## src/rtl/pipe_ctrl_pkg.sv

```systemverilog
// Shared types and constants for the pipeline hazard controller.
// The stall statistics counter is enabled by defining HAZARD_STATS_EN.
package pipe_ctrl_pkg;

  typedef enum logic {
    RUN      = 1'b0,
    MDU_WAIT = 1'b1
  } state_t;

  localparam int MDU_TIMEOUT = 64;
  localparam int STAT_W      = 16;
  // Watchdog wide enough to hold MDU_TIMEOUT itself.
  localparam int WD_W        = $clog2(MDU_TIMEOUT + 1);

endpackage

```

## src/rtl/pipe_hazard_ctrl_sat_counter.sv

```systemverilog
// Saturating up-counter used for stall statistics.
// Only instantiated when HAZARD_STATS_EN is defined.
module sat_counter #(
  parameter int W = 16
) (
  input  logic         clk,
  input  logic         rst,
  input  logic         inc,
  output logic [W-1:0] count
);

  always_ff @(posedge clk or posedge rst) begin
    if (rst) begin
      count <= '0;
    end else if (inc && (count != {W{1'b1}})) begin
      count <= count + 1'b1;
    end
  end

endmodule

```

## src/rtl/pipe_hazard_ctrl.sv

```systemverilog
// Stall/flush controller for a 5-stage pipeline: load-use, redirect and mul/div wait.
// Defining HAZARD_STATS_EN adds a saturating stall-cycle counter on stall_cycles.
module pipe_hazard_ctrl
  import pipe_ctrl_pkg::*;
(
  input  logic              clk,
  input  logic              rst,
  input  logic [4:0]        id_rs,
  input  logic [4:0]        id_rt,
  input  logic              id_uses_rt,
  input  logic [4:0]        ex_rt,
  input  logic              ex_memread,
  input  logic              ex_redirect,
  input  logic              mdu_start,
  input  logic              mdu_done,
  output logic              pc_we,
  output logic              ifid_we,
  output logic              ifid_flush,
  output logic              idex_bubble,
  output logic              mdu_busy,
  output logic              mdu_timeout,
  output logic [STAT_W-1:0] stall_cycles
);

  state_t          state, state_next;
  logic [WD_W-1:0] wd;
  logic            wd_clr, wd_inc, to_set;
  logic            load_use;

  assign load_use = ex_memread && (ex_rt != 5'd0) &&
                    ((ex_rt == id_rs) || (id_uses_rt && (ex_rt == id_rt)));

  always_comb begin
    state_next  = state;
    pc_we       = 1'b1;
    ifid_we     = 1'b1;
    ifid_flush  = 1'b0;
    idex_bubble = 1'b0;
    wd_clr      = 1'b0;
    wd_inc      = 1'b0;
    to_set      = 1'b0;
    if (rst) begin
      pc_we       = 1'b0;
      ifid_we     = 1'b0;
      ifid_flush  = 1'b1;
      idex_bubble = 1'b1;
    end else begin
      unique case (state)
        RUN: begin
          if (ex_redirect) begin
            ifid_flush  = 1'b1;
            idex_bubble = 1'b1;
          end else if (load_use) begin
            pc_we       = 1'b0;
            ifid_we     = 1'b0;
            idex_bubble = 1'b1;
          end else if (mdu_start) begin
            state_next = MDU_WAIT;
            wd_clr     = 1'b1;
          end
        end
        MDU_WAIT: begin
          if (mdu_done) begin
            state_next = RUN;
          end else begin
            pc_we       = 1'b0;
            ifid_we     = 1'b0;
            idex_bubble = 1'b1;
            wd_inc      = 1'b1;
            // This cycle is the last one the watchdog allows.
            if (wd == WD_W'(MDU_TIMEOUT - 1)) begin
              to_set     = 1'b1;
              state_next = RUN;
            end
          end
        end
        default: state_next = RUN;
      endcase
    end
  end

  always_ff @(posedge clk or posedge rst) begin
    if (rst) begin
      state       <= RUN;
      wd          <= '0;
      mdu_timeout <= 1'b0;
    end else begin
      state <= state_next;
      if (wd_clr) begin
        wd <= '0;
      end else if (wd_inc) begin
        wd <= wd + 1'b1;
      end
      if (to_set) begin
        mdu_timeout <= 1'b1;
      end
    end
  end

  assign mdu_busy = (state == MDU_WAIT);

`ifdef HAZARD_STATS_EN
  sat_counter #(.W(STAT_W)) u_stall_cnt (
    .clk   (clk),
    .rst   (rst),
    .inc   (~pc_we),
    .count (stall_cycles)
  );
`else
  assign stall_cycles = '0;
`endif

endmodule

```

## config.mk

```make
export PLATFORM = sky130hd
export DESIGN_NAME = pipe_hazard_ctrl
export DESIGN_NICKNAME = d
export VERILOG_FILES = /design/src/rtl/pipe_ctrl_pkg.sv /design/src/rtl/pipe_hazard_ctrl_sat_counter.sv /design/src/rtl/pipe_hazard_ctrl.sv
export SDC_FILE = /design/constraint.sdc
export NUM_CORES = 1
export LEC_CHECK = 0
export BUFFER_PORTS_ARGS = -buffer_cell sky130_fd_sc_hd__buf_2
export CAP_MARGIN = 20
export CORE_AREA = 4 4 51 53
export CTS_CLUSTER_DIAMETER = 60
export DETAILED_ROUTE_END_ITERATION = 10
export DIE_AREA = 0 0 55 57
export HOLD_SLACK_MARGIN = 0.03
export MAX_ROUTING_LAYER = met4
export PLACE_DENSITY = 0.73
export SYNTH_ARGS = -nofsm -noshare
export SYNTH_HDL_FRONTEND = slang
export SYNTH_SLANG_ARGS = --single-unit
```

## constraint.sdc

```tcl
create_clock -name clk -period 1.6 [get_ports clk]
set_input_delay 0.24 -clock clk [delete_from_list [all_inputs] [get_ports clk]]
set_output_delay 0.24 -clock clk [all_outputs]
set_load 0.1 [all_outputs]
```

==> results.ini, run 1 <==
[synthesis]
synth.top_cell.area_share_pct = 28.4
synth-simple-area-share_pct = 13.7
yosys.area_share.xor_xnor_pct = 17.7
yosys_most_used_dff = dfrtp_1
muxShareOfSynthArea_pct = 1.26
yosys_warnings = 0
netlist_top_cells_area = dfrtp_1, buf_4, xnor2_1
synth_top_family_by_area = buffers and inverters
syn_area_sq_um = 793
synth_cell_type_count = 30
synth_fa_ha_area_share_pct = 1.58
yosysSeqAreaShare_pct = 28.4
synth_enable_flop_cells = 0
syn_inst = 86
synth_seq_cells = 9
syn_avg_cell_area_sq_um = 9.22
yosys.area.top_type = dfrtp_1
ys_async_sr_fraction_pct = 100
synth_compound_area_share_pct = 17.4

[clock_tree]
clockBufferDepth = 2
cts_root_buf = clkbuf_4
cts_tree = done
htreeDepth = 1
clock_latency_ps = 260
clk_pin_slew_ps = 60
ctsHoldBuffers = 0
numCtsBuffers = 3
cts_num_sinks = 9

[worst_setup_path]
crit_path_top_delay_cell = or4_4
crit_type = in2out
cp-end-kind = primary output
cp_slowest_stage_delay_ps = 530
cp.arrival_ps = 1670
required_ps = 1360
path_max_fanout = 3
crit_path_start_kind = input pin
worstPathCellList = buf_6 > or4_4 > o21a_4 > a311o_2 > buf_12

[finish]
final_cells = 156
final_nets = 152
final_area_sq_um = 1150
num-fill-cells = 188
syn2layout_area_growth_pct = 45.6
seq_area_sq_um = 229
layout_commonest_cell = buf_2
multiInputGateArea_sq_um = 529
drive_gt1_share_pct = 43.8
diodes = 0
fin_util_pct = 53.8
layout_common_cells = buf_2, conb_1, buf_4, xnor2_1, dfrtp_1

[timing]
hold_ws_ps = 54.3
slew_violations = 0
setup_slack_ps = -314
skew_ps = 3.05
max_freq_mhz = 523
setup_violations = 3
timing.setup.tns_ps = -901
min_period_ps = 1910
hold_viol = 0
post-route-period-util_pct = 120
rsz0062_at_grt = true

[power_and_ir_drop]
ir_worst_vdd_uv = 419
p_total_mw = 1.05
p_leak_nw = 0.541
powerDensity_nw_per_um2 = 911

[place]
dpl-instance-area_sq_um = 1080
io_buffers = 27
hpwl_microns = 1510
dp_cells = 151
post-place-ws_ps = -452
gp_congestion = 0.770

[die]
rows = 17
start_util_pct = 36.9
fp.dieArea_sq_um = 3140
io_pins = 44
core-area_sq_um = 2150
die_height_microns = 57
die_w_microns = 55

[detailed_routing]
wl_per_cell_microns = 11.7
ant_nets = 0
avgViaCountPerCell = 4.63
num_vias = 722
route.detailed.drc = 0
wl_met1_microns = 712
met3_length_microns = 132
highest_layer = met4
wirelength_microns = 1820
first_pass_iters = 4
met2WireLength_microns = 951
drtIter0Drc = 4

[run_status]
status = complete, but fails checks
failed_checks = negative setup slack

[min_path]
holdCritPathClass = in2async

[grt]
grt_usage_pct = 12.7
grt_pass1_wl_microns = 2880
overflow = 0
antenna_found_initial = 0
grt_max_degree = 11
first_global_vias = 728

[run]
cap_violations = 0

## worst max-delay path: cells and delay by family
family	cells	cell delay (ps)
AND/OR/NAND/NOR	1	530
buffers and inverters	2	260
AO/OA/AOI/OAI	2	640
## layer usage
layer | up-vias | GRT usage, %
li1 | 354 | -
met1 | 336 | 13.5
met2 | 30 | 20.4
met3 | 2 | 4.96
met4 | 0 | 5.21
met5 | - | -
## what timing repair did
action | CTS | global route
pin swaps | 3 | 3
setup endpoints to repair | 3 | 4
gates resized for setup | 8 | 1
setup buffers | 0 | 1
hold endpoints to repair | 0 | 0
## final timing paths
| kind | from | end | slack (ps) | cells after the start |
|---|---|---|---|---|
| max | ex_rt[4] | idex_bubble | -310 | 5 |
| min | rst | mdu_busy | 50 | 3 |
| max reg2reg | mdu_busy | wd[6] | 110 | 5 |
| min reg2reg | wd[6] | mdu_timeout | 470 | 1 |
| max in group asynchronous | rst | mdu_busy | 1380 | 3 |
| min in group clk | rst | mdu_busy | 430 | 3 |
## area by class of cell
class	instances	area share, %
multi-input cells	70	45.8
repair buffers	42	28.1
flip-flops and latches	9	19.8
well taps	28	3.03
clock buffers	4	2.28
inverters	3	0.975
## cells by family (layout without fill, tap and decap cells)
family	count (synthesis)	count (layout)
buffers and inverters	22	49
xor gates and xnor gates	16	16
muxes	1	1
adders and majority gates	1	1
other	1	16
AOI/OAI and AO/OA	18	18
DFF	9	9
and+or+nand+nor	18	18
## registers in the layout (all words and copies together), names as in the netlist
signal and flops:
wd 7, mdu_busy 1, mdu_timeout 1
## synthesized netlist by cell type, drive strengths merged (2+ instances only)
cell / n
and3: 3
xnor2: 12
xor2: 4
dfrtp: 9
buf: 19
nand2: 6
a211oi: 7
nor2b: 2
inv: 3
o21a: 2
nand4: 3
## power breakdown
| group | internal, mW | total, mW | switching (mW) |
|---|---|---|---|
| sequential | 0.259 | 0.286 | 0.0271 |
| combinational | 0.190 | 0.597 | 0.407 |
| clock | 0.0957 | 0.169 | 0.0733 |
| total | 0.544 | 1.05 | 0.508 |
Note: power is estimated with default switching activity, not from simulation.
==> run 2, diff against run 1 <==
--- a/config.mk
+++ b/config.mk
@@ -11,9 +11,10 @@
 export CTS_CLUSTER_DIAMETER = 60
 export DETAILED_ROUTE_END_ITERATION = 10
 export DIE_AREA = 0 0 55 57
-export HOLD_SLACK_MARGIN = 0.03
+export HOLD_SLACK_MARGIN = 0.08
 export MAX_ROUTING_LAYER = met4
 export PLACE_DENSITY = 0.73
+export SKIP_LAST_GASP = 1
 export SYNTH_ARGS = -nofsm -noshare
 export SYNTH_HDL_FRONTEND = slang
 export SYNTH_SLANG_ARGS = --single-unit
==> run 2 against run 1 <==
The flow still finishes with violations (negative setup slack); non-clock buffer count grew 1; hold slack gained 370 ps; critical path depth is the same; maximum frequency is the same; clock power is essentially flat; largest cell class unchanged; die area is the same.
==> results.ini, run 2 (same netlist as run 1, synthesis figures left out) <==
[place]
gp_congestion = 0.770  ; unchanged
io_buffers = 27  ; unchanged
dp_cells = 151  ; unchanged
post-place-ws_ps = -452  ; unchanged
dpl-instance-area_sq_um = 1080  ; unchanged
hpwl_microns = 1510  ; unchanged

[worst_setup_path]
required_ps = 1360  ; about the same
cp.arrival_ps = 1670  ; about the same
path_max_fanout = 3  ; unchanged
cp-end-kind = primary output
crit_type = in2out
crit_path_start_kind = input pin

[grt]
first_global_vias = 735  ; +0.96%
antenna_found_initial = 0  ; unchanged
grt_max_degree = 10  ; -1
grt_pass1_wl_microns = 2930  ; +1.7%
overflow = 0  ; unchanged
grt_usage_pct = 12.9  ; +0.21 points

[die]
io_pins = 44  ; unchanged
core-area_sq_um = 2150  ; unchanged
fp.dieArea_sq_um = 3140  ; unchanged
die_height_microns = 57  ; unchanged
die_w_microns = 55  ; unchanged
start_util_pct = 36.9  ; unchanged
rows = 17  ; unchanged

[finish]
num-fill-cells = 187  ; -0.53%
final_area_sq_um = 1160  ; +0.87%
multiInputGateArea_sq_um = 529  ; unchanged
seq_area_sq_um = 229  ; unchanged
layout_commonest_cell = buf_2
largest_register_ff_count = 7  ; unchanged
syn2layout_area_growth_pct = 46.8
diodes = 0  ; unchanged
final_cells = 157  ; +0.64%
drive_gt1_share_pct = 43.4  ; -0.34 points
final_nets = 153  ; +0.66%
layout_common_cells = buf_2, conb_1, buf_4, xnor2_1, dfrtp_1
regMostFlops = wd

[clock_tree]
numCtsBuffers = 3  ; unchanged
htreeDepth = 1  ; unchanged
clk_pin_slew_ps = 60  ; about the same
cts_num_sinks = 9  ; unchanged
cts_root_buf = clkbuf_4
cts_tree = done
clock_latency_ps = 260  ; about the same
clockBufferDepth = 2  ; unchanged

[timing]
max_freq_mhz = 523  ; unchanged
skew_ps = 2.67  ; -0.382 ps
setup_violations = 3  ; unchanged
rsz0062_at_grt = true
timing.setup.tns_ps = -902  ; -0.787 ps
setup_slack_ps = -314  ; unchanged
hold_viol = 0  ; unchanged
min_period_ps = 1910  ; unchanged
post-route-period-util_pct = 120  ; unchanged
slew_violations = 0  ; unchanged

[power_and_ir_drop]
ir_worst_vdd_uv = 436  ; +4.1%
powerDensity_nw_per_um2 = 904  ; -0.69%
p_total_mw = 1.05  ; +0.17%
p_leak_nw = 0.545  ; +0.77%

[detailed_routing]
wl_per_cell_microns = 11.7  ; +0.40%
num_vias = 727  ; +0.69%
first_pass_iters = 4  ; unchanged
route.detailed.drc = 0  ; unchanged
drtIter0Drc = 6  ; +2
ant_nets = 0  ; unchanged
wirelength_microns = 1840  ; +1.0%
avgViaCountPerCell = 4.63  ; about the same

[run_status]
status = complete, but fails checks
failed_checks = negative setup slack

[min_path]
holdCritPathClass = in2reg

[run]
cap_violations = 0  ; unchanged

-- run 2: routing by layer --
layer | global-route usage, % | wire length [microns] | vias to the layer above
li1 | - | - | 356
met1 | 13.7 | 723 | 337
met2 | 20.9 | 940 | 30
met3 | 4.96 | 134 | 4
met4 | 5.21 | 44 | 0
met5 | - | 0 | -
-- run 2: metrics by stage --
| step | utilization (%) | hold slack [ps] |
|---|---|---|
| 6_report | 54.2 | 423 |
| 2_1_floorplan | - | 107 |
| 3_3_place_gp | 50.3 | 325 |
| 3_5_place_dp | 50.3 | 335 |
| 4_1_cts | 53.7 | 417 |
| 5_1_grt | 54.2 | 430 |
-- run 2: final timing paths --
path	startpoint	to	slack, ps	cells past startpoint
max	ex_rt[4]	idex_bubble	-310	5
min in group asynchronous	rst	mdu_busy	720	4
max in group asynchronous	rst	mdu_busy	560	4
min reg2reg	wd[6]	mdu_timeout	470	1
min	rst	mdu_busy	420	3
max reg2reg	mdu_busy	wd[6]	110	5
-- run 2: final cells by class --
type                            instances  share of cell area, %
Multi-Input combinational cell         70                   45.4
Timing Repair Buffer                   43                   28.7
Sequential cell                         9                   19.7
Tap cell                               28                   3.01
Clock buffer                            4                   2.26
Inverter                                3                  0.967
-- run 2: critical path, stage by stage --
cell	delay [ps]
buf_6	90
or4_4	530
o21a_4	250
a311o_2	390
buf_12	170
-- run 2: timing repair --
action | 4_1_cts | 5_1_grt
endpoints found under the hold margin | 9 | 0
setup buffers | 0 | 1
gates resized for setup | 8 | 1
setup endpoints to repair | 3 | 4
pin swaps | 3 | 3
hold buffers | 1 | 0
-- run 2: where the power goes --
part           switching, mW  total, mW  internal [mW]
registers             0.0270      0.286          0.259
logic                  0.408      0.599          0.191
clock network         0.0732      0.169         0.0957
total                  0.508       1.05          0.546
==> run 3, diff against run 2 <==
--- a/config.mk
+++ b/config.mk
@@ -7,13 +7,15 @@
 export LEC_CHECK = 0
 export BUFFER_PORTS_ARGS = -buffer_cell sky130_fd_sc_hd__buf_2
 export CAP_MARGIN = 20
-export CORE_AREA = 4 4 51 53
+export CELL_PAD_IN_SITES_DETAIL_PLACEMENT = 2
+export CELL_PAD_IN_SITES_GLOBAL_PLACEMENT = 2
+export CORE_AREA = 4 4 67 69
 export CTS_CLUSTER_DIAMETER = 60
 export DETAILED_ROUTE_END_ITERATION = 10
-export DIE_AREA = 0 0 55 57
-export HOLD_SLACK_MARGIN = 0.08
+export DIE_AREA = 0 0 71 73
 export MAX_ROUTING_LAYER = met4
 export PLACE_DENSITY = 0.73
+export SETUP_SLACK_MARGIN = 0.02
 export SKIP_LAST_GASP = 1
 export SYNTH_ARGS = -nofsm -noshare
 export SYNTH_HDL_FRONTEND = slang
==> run 3 against run 2 <==
The flow still finishes with violations (negative setup slack); utilization decreased by 22 points; die area increased by 65%; maximum frequency increased by 0.11%; final area increased by 9.3%; clock-buffer cell count decreased by 1; via count increased by 4.7%; sequential share of layout area decreased by 1.7 points.
==> results.ini, run 3 (same netlist as run 1, synthesis figures left out) <==
[timing]
hold_ws_ps = 82.3  ; -340 ps
setup_slack_ps = -312  ; +2.15 ps
max_freq_mhz = 523  ; +0.11%
slew_violations = 0  ; unchanged
rsz0062_at_grt = true
min_period_ps = 1910  ; -2.15 ps
post-route-period-util_pct = 119  ; -0.13 points
skew_ps = 9.84  ; +7.16 ps
hold_viol = 0  ; unchanged
setup_violations = 3  ; unchanged
timing.setup.tns_ps = -916  ; -14.4 ps

[place]
io_buffers = 27  ; unchanged
dpl-instance-area_sq_um = 1100  ; +1.9%
hpwl_microns = 2050  ; +36%
post-place-ws_ps = -435  ; +17.0 ps
gp_congestion = 0.751  ; -2.4%

[die]
core-area_sq_um = 3910  ; +82%
rows = 23  ; +6
io_pins = 44  ; unchanged
die_w_microns = 71  ; +29%
die_height_microns = 73  ; +28%
fp.dieArea_sq_um = 5180  ; +65%
start_util_pct = 20.3  ; -17 points

[finish]
final_nets = 156  ; +2.0%
largest_register_ff_count = 7  ; unchanged
layout_commonest_cell = buf_2
regMostFlops = wd
final_area_sq_um = 1270  ; +9.3%
diodes = 0  ; unchanged
syn2layout_area_growth_pct = 60.6
layout_common_cells = buf_2, buf_4, conb_1, xnor2_1, dfrtp_1
drive_gt1_share_pct = 51.5  ; +8.1 points

[power_and_ir_drop]
p_total_mw = 1.20  ; +14%
ir_worst_vdd_uv = 238  ; -45%
powerDensity_nw_per_um2 = 941  ; +4.0%
p_leak_nw = 0.577  ; +5.8%

[run_status]
status = complete, but fails checks
failed_checks = negative setup slack

[clock_tree]
clk_pin_slew_ps = 50  ; about the same
clockBufferDepth = 2  ; unchanged
cts_tree = done
clock_latency_ps = 250  ; about the same
cts_root_buf = clkbuf_8
htreeDepth = 1  ; unchanged
ctsHoldBuffers = 0  ; -1
numCtsBuffers = 3  ; unchanged
cts_num_sinks = 9  ; unchanged

[worst_setup_path]
crit_path_start_kind = input pin
cp_slowest_stage_delay_ps = 530  ; about the same
crit_type = in2out
path_depth = 5  ; unchanged
cp_top_family = compound AO/OA/AOI/OAI gates
worstPathCellList = buf_6 > or4_4 > o21a_4 > a311o_2 > buf_12
cp.buffers_inverters = 2  ; unchanged
crit_start = ex_rt[3]
reg2reg_depth = 5  ; unchanged
path_max_fanout = 3  ; unchanged
crit_path_top_delay_cell = or4_4
cp.arrival_ps = 1670  ; about the same
r2r_start = wd[0]
required_ps = 1360  ; about the same
cp-end-kind = primary output

[grt]
first_global_vias = 865  ; +18%
grt_max_degree = 11  ; +1
overflow = 0  ; unchanged
grt_pass1_wl_microns = 4010  ; +37%
antenna_found_initial = 0  ; unchanged
grt_usage_pct = 10.3  ; -2.6 points

[detailed_routing]
route.detailed.drc = 0  ; unchanged
wl_per_cell_microns = 13.8  ; +17%
wirelength_microns = 2500  ; +36%
avgViaCountPerCell = 4.18  ; -9.7%
first_pass_iters = 4  ; unchanged
drtIter0Drc = 9  ; +3
num_vias = 761  ; +4.7%
ant_nets = 0  ; unchanged

[run]
cap_violations = 0  ; unchanged

[min_path]
holdCritPathClass = in2async

==> run 3: changes by cell type in the layout (fill, tap and decap cells not counted), sizes merged <==
cell	previous run	this run
buf	42	46
clkbuf	4	3
clkinv	0	1
dlygate4sd3	1	0
==> run 3: through the flow <==
step,instances,util [%]
after floorplan,101,-
after global placement,172,28.1
after detailed placement,172,28.1
after CTS,177,30.2
after global routing,182,32.5
final,182,32.5
==> run 3: final timing paths <==
check / to / slack, ps
max: idex_bubble / -310
min reg2reg: mdu_timeout / 470
max in group asynchronous: mdu_busy / 1350
min in group clk: wd[2] / 400
max reg2reg: mdu_busy / 90
min: mdu_busy / 80
==> run 3: timing repair <==
item / 4_1_cts / 5_1_grt
endpoints found under the setup margin: 3 / 11
buffers inserted: 1 / 5
pin swaps: 3 / 4
gates resized for setup: 6 / 11
==> run 3: tightest hold or removal path: cells and delay by family <==
family / cells / cell delay (ps)
buf+inv: 3 / 440
==> run 3: layout make-up <==
class,instances,area (sq um)
fill,474,2640
multi-input combinational,70,567
timing repair buffer,46,358
sequential,9,229
tap,50,62.6
clock buffer,3,41.3
inverter,3,11.3
clock inverter,1,5.00
==> run 3: report_power, final <==
group / total [mW] / internal [mW] / switching [mW]
Sequential: 0.291 / 0.259 / 0.0314
Clock: 0.277 / 0.171 / 0.106
Combinational: 0.630 / 0.210 / 0.420
Total: 1.20 / 0.641 / 0.558
==> run 3: routing by layer <==
layer / wire length, microns / vias to the layer above / GRT usage, %
met3: 157 / 5 / 2.34
li1: - / 361 / -
met4: 55 / 0 / 3.76
met5: 0 / - / -
met1: 902 / 365 / 9.98
met2: 1390 / 30 / 19.9
